===== src/rtl/fwd_ctrl_if.sv =====
// rtl/fwd_ctrl_if.sv - ID-stage hazard/forwarding bundle between the pipeline and fwd_ctrl
// Signals:
//   id_valid, id_rn, id_rm, id_rd, id_reg_write, id_mem_read : instruction currently in ID
//   flush  : squash the ID instruction (taken branch)
//   stall  : load-use hazard, upstream holds PC and IF/ID
//   fwd_a, fwd_b : EX operand mux selects (00 regfile, 01 EX/MEM, 10 MEM/WB, 11 zero)
// Modports: master drives ID info and flush; slave (fwd_ctrl) drives stall and selects.
interface fwd_ctrl_if;
  logic       id_valid;
  logic [4:0] id_rn;
  logic [4:0] id_rm;
  logic [4:0] id_rd;
  logic       id_reg_write;
  logic       id_mem_read;
  logic       flush;
  logic       stall;
  logic [1:0] fwd_a;
  logic [1:0] fwd_b;

  modport master (
    output id_valid, id_rn, id_rm, id_rd, id_reg_write, id_mem_read, flush,
    input  stall, fwd_a, fwd_b
  );

  modport slave (
    input  id_valid, id_rn, id_rm, id_rd, id_reg_write, id_mem_read, flush,
    output stall, fwd_a, fwd_b
  );
endinterface


===== src/rtl/fwd_ctrl.sv =====
// rtl/fwd_ctrl.sv - load-use stall detection and EX operand forwarding control
// Ports:
//   clk   : single clock, all state updates on the rising edge
//   reset : synchronous active-high reset
//   bus   : fwd_ctrl_if.slave (ID instruction info and flush in; stall, fwd_a, fwd_b out)
// Parameter:
//   ZERO_REG : register index hardwired to zero; never a forwarding source
module fwd_ctrl #(
  parameter logic [4:0] ZERO_REG = 5'd31
) (
  input logic       clk,
  input logic       reset,
  fwd_ctrl_if.slave bus
);

  localparam logic [1:0] SEL_REGFILE = 2'b00;
  localparam logic [1:0] SEL_EXMEM   = 2'b01;
  localparam logic [1:0] SEL_MEMWB   = 2'b10;
  localparam logic [1:0] SEL_ZERO    = 2'b11;

  // ID/EX shadow
  logic       idex_valid_q,     idex_valid_d;
  logic [4:0] idex_rn_q,        idex_rn_d;
  logic [4:0] idex_rm_q,        idex_rm_d;
  logic [4:0] idex_rd_q,        idex_rd_d;
  logic       idex_reg_write_q, idex_reg_write_d;
  logic       idex_mem_read_q,  idex_mem_read_d;
  // EX/MEM shadow
  logic       exmem_valid_q,     exmem_valid_d;
  logic [4:0] exmem_rd_q,        exmem_rd_d;
  logic       exmem_reg_write_q, exmem_reg_write_d;
  logic       exmem_mem_read_q,  exmem_mem_read_d;
  // MEM/WB shadow
  logic       memwb_valid_q,     memwb_valid_d;
  logic [4:0] memwb_rd_q,        memwb_rd_d;
  logic       memwb_reg_write_q, memwb_reg_write_d;

  logic       stall_c;
  logic [1:0] fwd_a_c;
  logic [1:0] fwd_b_c;

  // First match wins; EX/MEM is checked before MEM/WB so the newest value is used.
  function automatic logic [1:0] fwd_sel(
    input logic       idex_valid,
    input logic [4:0] src,
    input logic       ex_hit_en,
    input logic [4:0] ex_rd,
    input logic       wb_hit_en,
    input logic [4:0] wb_rd
  );
    logic [1:0] sel;
    sel = SEL_REGFILE;
    if (!idex_valid)                   sel = SEL_REGFILE;
    else if (src == ZERO_REG)          sel = SEL_ZERO;
    else if (ex_hit_en && ex_rd == src) sel = SEL_EXMEM;
    else if (wb_hit_en && wb_rd == src) sel = SEL_MEMWB;
    return sel;
  endfunction

  // Load in EX whose destination is read by the ID instruction.
  always_comb begin
    stall_c = bus.id_valid && !bus.flush && idex_valid_q && idex_mem_read_q &&
              (idex_rd_q != ZERO_REG) &&
              ((idex_rd_q == bus.id_rn) || (idex_rd_q == bus.id_rm));
  end

  always_comb begin
    fwd_a_c = fwd_sel(idex_valid_q, idex_rn_q,
                      exmem_valid_q && exmem_reg_write_q, exmem_rd_q,
                      memwb_valid_q && memwb_reg_write_q, memwb_rd_q);
    fwd_b_c = fwd_sel(idex_valid_q, idex_rm_q,
                      exmem_valid_q && exmem_reg_write_q, exmem_rd_q,
                      memwb_valid_q && memwb_reg_write_q, memwb_rd_q);
  end

  // Outputs are forced quiet while reset is held, since state is not yet cleared then.
  assign bus.stall = stall_c && !reset;
  assign bus.fwd_a = reset ? SEL_REGFILE : fwd_a_c;
  assign bus.fwd_b = reset ? SEL_REGFILE : fwd_b_c;

  always_comb begin
    memwb_valid_d     = exmem_valid_q;
    memwb_rd_d        = exmem_rd_q;
    memwb_reg_write_d = exmem_reg_write_q;

    exmem_valid_d     = idex_valid_q;
    exmem_rd_d        = idex_rd_q;
    exmem_reg_write_d = idex_reg_write_q;
    exmem_mem_read_d  = idex_mem_read_q;

    // Flush and stall both inject a bubble; a bubble can never match a source.
    idex_valid_d      = 1'b0;
    idex_rn_d         = 5'd0;
    idex_rm_d         = 5'd0;
    idex_rd_d         = 5'd0;
    idex_reg_write_d  = 1'b0;
    idex_mem_read_d   = 1'b0;
    if (!bus.flush && !stall_c) begin
      idex_valid_d     = bus.id_valid;
      idex_rn_d        = bus.id_rn;
      idex_rm_d        = bus.id_rm;
      idex_rd_d        = bus.id_rd;
      idex_reg_write_d = bus.id_reg_write && bus.id_valid;
      idex_mem_read_d  = bus.id_mem_read && bus.id_valid;
    end
  end

  always_ff @(posedge clk) begin
    if (reset) begin
      idex_valid_q      <= 1'b0;
      idex_rn_q         <= 5'd0;
      idex_rm_q         <= 5'd0;
      idex_rd_q         <= 5'd0;
      idex_reg_write_q  <= 1'b0;
      idex_mem_read_q   <= 1'b0;
      exmem_valid_q     <= 1'b0;
      exmem_rd_q        <= 5'd0;
      exmem_reg_write_q <= 1'b0;
      exmem_mem_read_q  <= 1'b0;
      memwb_valid_q     <= 1'b0;
      memwb_rd_q        <= 5'd0;
      memwb_reg_write_q <= 1'b0;
    end else begin
      idex_valid_q      <= idex_valid_d;
      idex_rn_q         <= idex_rn_d;
      idex_rm_q         <= idex_rm_d;
      idex_rd_q         <= idex_rd_d;
      idex_reg_write_q  <= idex_reg_write_d;
      idex_mem_read_q   <= idex_mem_read_d;
      exmem_valid_q     <= exmem_valid_d;
      exmem_rd_q        <= exmem_rd_d;
      exmem_reg_write_q <= exmem_reg_write_d;
      exmem_mem_read_q  <= exmem_mem_read_d;
      memwb_valid_q     <= memwb_valid_d;
      memwb_rd_q        <= memwb_rd_d;
      memwb_reg_write_q <= memwb_reg_write_d;
    end
  end

  // A load result is not available in EX/MEM; the stall must have kept this from happening.
  always_ff @(posedge clk) begin
    if (!reset) begin
      assert (!(exmem_mem_read_q && (fwd_a_c == SEL_EXMEM || fwd_b_c == SEL_EXMEM)))
        else $error("fwd_ctrl: forwarding from a load in EX/MEM");
    end
  end

endmodule


===== src/flat_wrapper.sv =====
// flat-port wrapper written by rule: the top's interface ports become plain ports
module fwd_ctrl_flat 
#(
  parameter logic [4:0] ZERO_REG = 5'd31
)
  (clk, reset, bus_id_valid, bus_id_rn, bus_id_rm, bus_id_rd, bus_id_reg_write, bus_id_mem_read, bus_flush, bus_stall, bus_fwd_a, bus_fwd_b);
  fwd_ctrl_if bus_i ();
  input logic clk;
  input logic reset;
  input wire logic [$bits(bus_i.id_valid)-1:0] bus_id_valid;
  input wire logic [$bits(bus_i.id_rn)-1:0] bus_id_rn;
  input wire logic [$bits(bus_i.id_rm)-1:0] bus_id_rm;
  input wire logic [$bits(bus_i.id_rd)-1:0] bus_id_rd;
  input wire logic [$bits(bus_i.id_reg_write)-1:0] bus_id_reg_write;
  input wire logic [$bits(bus_i.id_mem_read)-1:0] bus_id_mem_read;
  input wire logic [$bits(bus_i.flush)-1:0] bus_flush;
  output wire logic [$bits(bus_i.stall)-1:0] bus_stall;
  output wire logic [$bits(bus_i.fwd_a)-1:0] bus_fwd_a;
  output wire logic [$bits(bus_i.fwd_b)-1:0] bus_fwd_b;
  assign bus_i.id_valid = bus_id_valid;
  assign bus_i.id_rn = bus_id_rn;
  assign bus_i.id_rm = bus_id_rm;
  assign bus_i.id_rd = bus_id_rd;
  assign bus_i.id_reg_write = bus_id_reg_write;
  assign bus_i.id_mem_read = bus_id_mem_read;
  assign bus_i.flush = bus_flush;
  assign bus_stall = bus_i.stall;
  assign bus_fwd_a = bus_i.fwd_a;
  assign bus_fwd_b = bus_i.fwd_b;
  fwd_ctrl #(.ZERO_REG(ZERO_REG)) u_core (.clk(clk), .reset(reset), .bus(bus_i));
endmodule

===== config.mk =====
export PLATFORM = sky130hd
export DESIGN_NAME = fwd_ctrl_flat
export DESIGN_NICKNAME = d
export VERILOG_FILES = /design/src/rtl/fwd_ctrl_if.sv /design/src/rtl/fwd_ctrl.sv /design/src/flat_wrapper.sv
export SDC_FILE = /design/constraint.sdc
export NUM_CORES = 1
export LEC_CHECK = 0
export BUFFER_PORTS_ARGS = -buffer_cell sky130_fd_sc_hd__buf_4
export CORE_UTILIZATION = 53
export CTS_CLUSTER_SIZE = 25
export DETAILED_ROUTE_END_ITERATION = 16
export PLACE_DENSITY = 0.77
export SYNTH_ARGS = -nofsm -noshare
export SYNTH_HDL_FRONTEND = slang
export SYNTH_SLANG_ARGS = --single-unit

===== constraint.sdc =====
create_clock -name clk -period 1.8 [get_ports clk]
set_input_delay 0.09 -clock clk [delete_from_list [all_inputs] [get_ports clk]]
set_output_delay 0.09 -clock clk [all_outputs]
set_load 0.01 [all_outputs]

## Yosys cells after proc, flatten, opt, wreduce, memory -nomap -nowiden

Index checks and enable logic that the tools add are counted.

- Eq/ne operators: 9
- Muxes and demuxes: 10
- Bitwise gates (word level): 1
- Reduce and logical (&&, ||, !) cells: 20

Operators with widths:

| cell | count |
|---|---|
| $eq A5 B5 Y1 | 6 |
| $mux W2 | 10 |
| $logic_and A1 B1 Y1 | 15 |
| $eq A5 B5 Y1 const B | 2 |
| $ne A5 B5 Y1 const B | 1 |
| $logic_not A1 Y1 | 3 |
| $reduce_or A2 Y1 | 1 |
| $logic_or A1 B1 Y1 | 1 |
| $not A1 Y1 | 1 |

- Register bits: 32
- Output and inout port bits: 5
- Logic and storage cells: 52

## Depth between registers and ports, before layout

- Word-level depth: 10
- Mapped depth: 6
- Gate-level depth less buffers: 5

## Worst setup path after synthesis

No wires, ideal clock.

- Path kind: reg2out
- From: reg u_core.idex_rd_q[0] (netlist: u_core.exmem_rd_d[0])
- To: out bus_stall
- Arrival: 1.492 ns
- Required time: 1.710 ns
- Slack: 0.218 ns
- Stages on the path, launching flop included: 6
- Path through: dfxtp_1 > xor2_1 > nor3_1 > nand3_1 > a221oi_4 > nor2b_1

- Longest elaborated chain between the ends: 4

Ends and longest elaborated chain:

| item | line | text |
|---|---|---|
| from (decl) | fwd_ctrl.sv:25 | `logic [4:0] idex_rd_q, idex_rd_d;` |
| from (signal assigned) | fwd_ctrl.sv:127 | `idex_rd_q <= idex_rd_d;` |
| $ne A5 B5 Y1 / $eq A5 B5 Y1 (equally long branches) | fwd_ctrl.sv:63, fwd_ctrl.sv:64 |  |
| $logic_and A1 B1 Y1 / $logic_or A1 B1 Y1 (equally long branches) | fwd_ctrl.sv:62, fwd_ctrl.sv:64 |  |
| $logic_and A1 B1 Y1 * | fwd_ctrl.sv:63 | `(idex_rd_q != ZERO_REG) &&` |
| $logic_and A1 B1 Y1 * | fwd_ctrl.sv:77 | `assign bus.stall = stall_c && !reset;` |
| to (decl) | flat_wrapper.sv:17 | `output wire logic [$bits(bus_i.stall)-1:0] bus_stall;` |

Mark *: on every way between the ends. The rest lies on a longest branch, timed or not.

## Final worst setup path

- From: reg u_core.idex_rd_q[2] (netlist: u_core.exmem_rd_d[2])
- To: out bus_stall

Same word-level chain as after synthesis.

==> flow_summary.toml <==
[final_layout]
nNetsFinal = 195
drive_gt1_share_pct = 28.7
area.growth.synth_to_final_pct = 31.8
n_antenna_cell = 0
nFillCells = 154

[sta]
drv_slew = 0
finalClockSkew_ns = 0.00773
period_minus_slack_ns = 1.91
setup_viol = 1
rsz0062_at_grt = "yes"
setup_ws_ns = -0.115
hold_viol = 0
worst_pin_slew_ns = 0.324
max_freq_mhz = 522
finalCritPeriodShare_pct = 106
worst_hold_slack_ns = 0.0175
slew_headroom_pct = 78.3

[global_routing]
grt_pass1_vias = 1025
antenna_found_initial = 0
track_usage_pct = 23.7
grt_max_degree = 19
grt_pass1_wl_um = 4480
overflow = 0

[yosys]
synth_area_mm2 = 0.00134
avgSynthCellArea_um2 = 10.2
seq_area_frac_synth_pct = 47.9
synth_warnings = 0
synth_fp_nets = 152
yosysUniqueCellTypes = 24
syn_inst = 131
ys_seq_elements = 32

[setup_path]
crit_path_end = "bus_stall"
start_kind = "flop"
crit_required_ns = 1.71
r2r_end = "u_core.idex_rn_q[1]$_SDFF_PP0_"
r2r-start = "u_core.exmem_rd_d[2]$_SDFF_PP0_"
crit_start = "u_core.exmem_rd_d[2]$_SDFF_PP0_"
crit_path_max_fanout = 4
r2r_slack_ns = 0.07
end_kind = "output port"
arrival_ns = 1.82
critPathKind = "flop to output port"
reg2regPathDepth = 7

[route]
drtIter0Drc = 14
ant_nets = 0
vias_per_cell = 5.19
drt_wl_total_um = 2850
dr_total_vias = 1048
drc = 0
wire_per_inst_um = 14.1
drt_pass1_iterations = 4

[power_and_ir_drop]
ir_drop_mv = 0.560
p_total_uw = 1340
p_leak_uw = 0.000805
power.density_mw_per_mm2 = 759

[status]
violations = "negative setup slack"
status = "complete, but fails checks"

[hold_path]
worstHoldPathType = "primary input to flop"

[die]
die_w_um = 52.2
die-area_mm2 = 0.00273
std_cell_rows = 17
initial_utilization_pct = 58.2
io_pins = 26
fp.dieH_um = 52.2
coreArea_mm2 = 0.00230

[cts]
clk_pin_slew_ns = 0.09
cts_tree = "built"
htreeDepth = 2
clock-root-buffer = "clkbuf_4"
cts.sinks = 32
cts_buffers = 5
clockBufferDepth = 2
clkLatencyLatePin_ns = 0.32

[run]
max_cap_viol_count = 0

[place]
finalWeightedCongestion = 0.939
hpwl_um = 1970
io_buffers = 25
metal layers:
metal	vias up	part of all wire, %	GRT usage (%)
met5	-	0	0
li1	526	-	-
met1	485	42	26.2
met2	29	52	39.7
met4	0	2.6	14.9
met3	8	3.3	6.38
stage by stage:
stage	util, %	setup TNS (ns)	setup WS [ns]	area, um2	instances
global route	76.7	-0.396	-0.177	1760	202
floorplan	-	0	0.218	1340	131
CTS	74.3	-0.0840	-0.0840	1710	198
detailed placement	67.7	0	0.112	1560	183
global placement	67.7	0	0.155	1560	183
finish	76.7	-0.115	-0.115	1760	202
worst min path at each step:
stage,start,cells after the start,end,slack (ns)
after floorplan,reset,1,u_core.exmem_rd_q[0]$_SDFF_PP0_,0.16
after global placement,bus_id_rd[2],3,u_core.exmem_rd_d[2]$_SDFF_PP0_,0.30
after detailed placement,bus_id_rd[2],3,u_core.exmem_rd_d[2]$_SDFF_PP0_,0.31
after CTS,bus_id_reg_write,2,u_core.exmem_reg_write_d$_SDFF_PP0_,0.002
after global routing,bus_id_mem_read,2,u_core.exmem_mem_read_d$_SDFF_PP0_,0.01
final,bus_id_mem_read,2,u_core.exmem_mem_read_d$_SDFF_PP0_,0.02
cells in the final DEF, fill, tap and decap left out:
cell / instances
and3_1: 2
and3b_1: 2
nand2_1: 5
nor3b_1: 11
dfxtp_4: 4
buf_6: 1
buf_4: 32
a21oi_2: 1
nor2b_1: 15
nand4_1: 4
dfxtp_2: 1
dfxtp_1: 27
nand4b_1: 1
xor2_1: 22
and2_1: 1
clkbuf_8: 2
nor4_1: 2
a21oi_1: 3
nand3_1: 4
a221oi_4: 1
nor3_1: 2
nor2_1: 6
and4_1: 1
dlygate4sd3_1: 6
inv_1: 1
nand2b_1: 1
nor4_2: 2
clkbuf_4: 5
xnor2_1: 8
or2_2: 1
critical path, stage by stage (launching register included):
cell      delay, ns
dfxtp_4        0.37
xor2_1         0.14
nor3_1         0.20
nand3_1        0.18
a221oi_4       0.32
nor2b_1        0.17
buf_4          0.13
power breakdown:
group	leakage, uW	switching, uW	internal (uW)
clock	0.0000374	222	221
combinational	0.000503	60.1	86.1
sequential	0.000265	21.6	726
total	0.000805	304	1030
sequential cells by signal (all words and copies together), names as in the netlist, 5 cells and up:
signal / cells
u_core.memwb_rd_q: 5
u_core.exmem_rd_d: 5
u_core.idex_rm_q: 5
u_core.idex_rn_q: 5
u_core.exmem_rd_q: 5
synthesized netlist by cell type:
library cell	count	area [um2]
buf_6	1	11.3
xnor2_1	8	70.1
buf_1	1	3.75
inv_1	1	3.75
a21oi_1	4	20.0
nand3_1	4	20.0
dfxtp_1	32	641
nand4b_1	1	8.76
and3_1	2	12.5
nand4_1	4	25.0
nor4_1	4	25.0
nand2_1	5	18.8
nor3_1	2	10.0
xor2_1	22	193
nand2b_1	1	6.26
a221oi_4	1	26.3
clkbuf_1	1	3.75
and2_1	1	6.26
nor2_1	6	22.5
and4_1	1	8.76
and3b_1	2	17.5
or2_2	1	6.26
nor2b_1	15	93.8
nor3b_1	11	82.6
cell type report:
class,count,area [um2],share of cell area [%]
Sequential cell,32,657,37.3
Multi-Input combinational cell,95,689,39.1
Inverter,1,3.75,0.213
Timing Repair Buffer,39,312,17.7
Tap cell,28,35.0,1.99
Clock buffer,7,65.1,3.69
cells by family (layout without fill, tap and decap cells):
logic type,Yosys count,count (layout),share of synthesized area [%]
AOI/OAI and AO/OA,5,5,3.46
xor gates and xnor gates,30,30,19.7
buffers and inverters,4,47,1.68
DFF,32,32,47.9
and+or+nand+nor,60,60,27.2
repair_timing:
action / CTS / global route
pin swaps: 4 / 8
hold buffers: 5 / 1
resized for setup: 6 / 7
setup buffers: 3 / 3
setup endpoints to repair: 3 / 18
hold endpoints to repair: 5 / 1
Note: power is estimated with default switching activity, not from simulation.
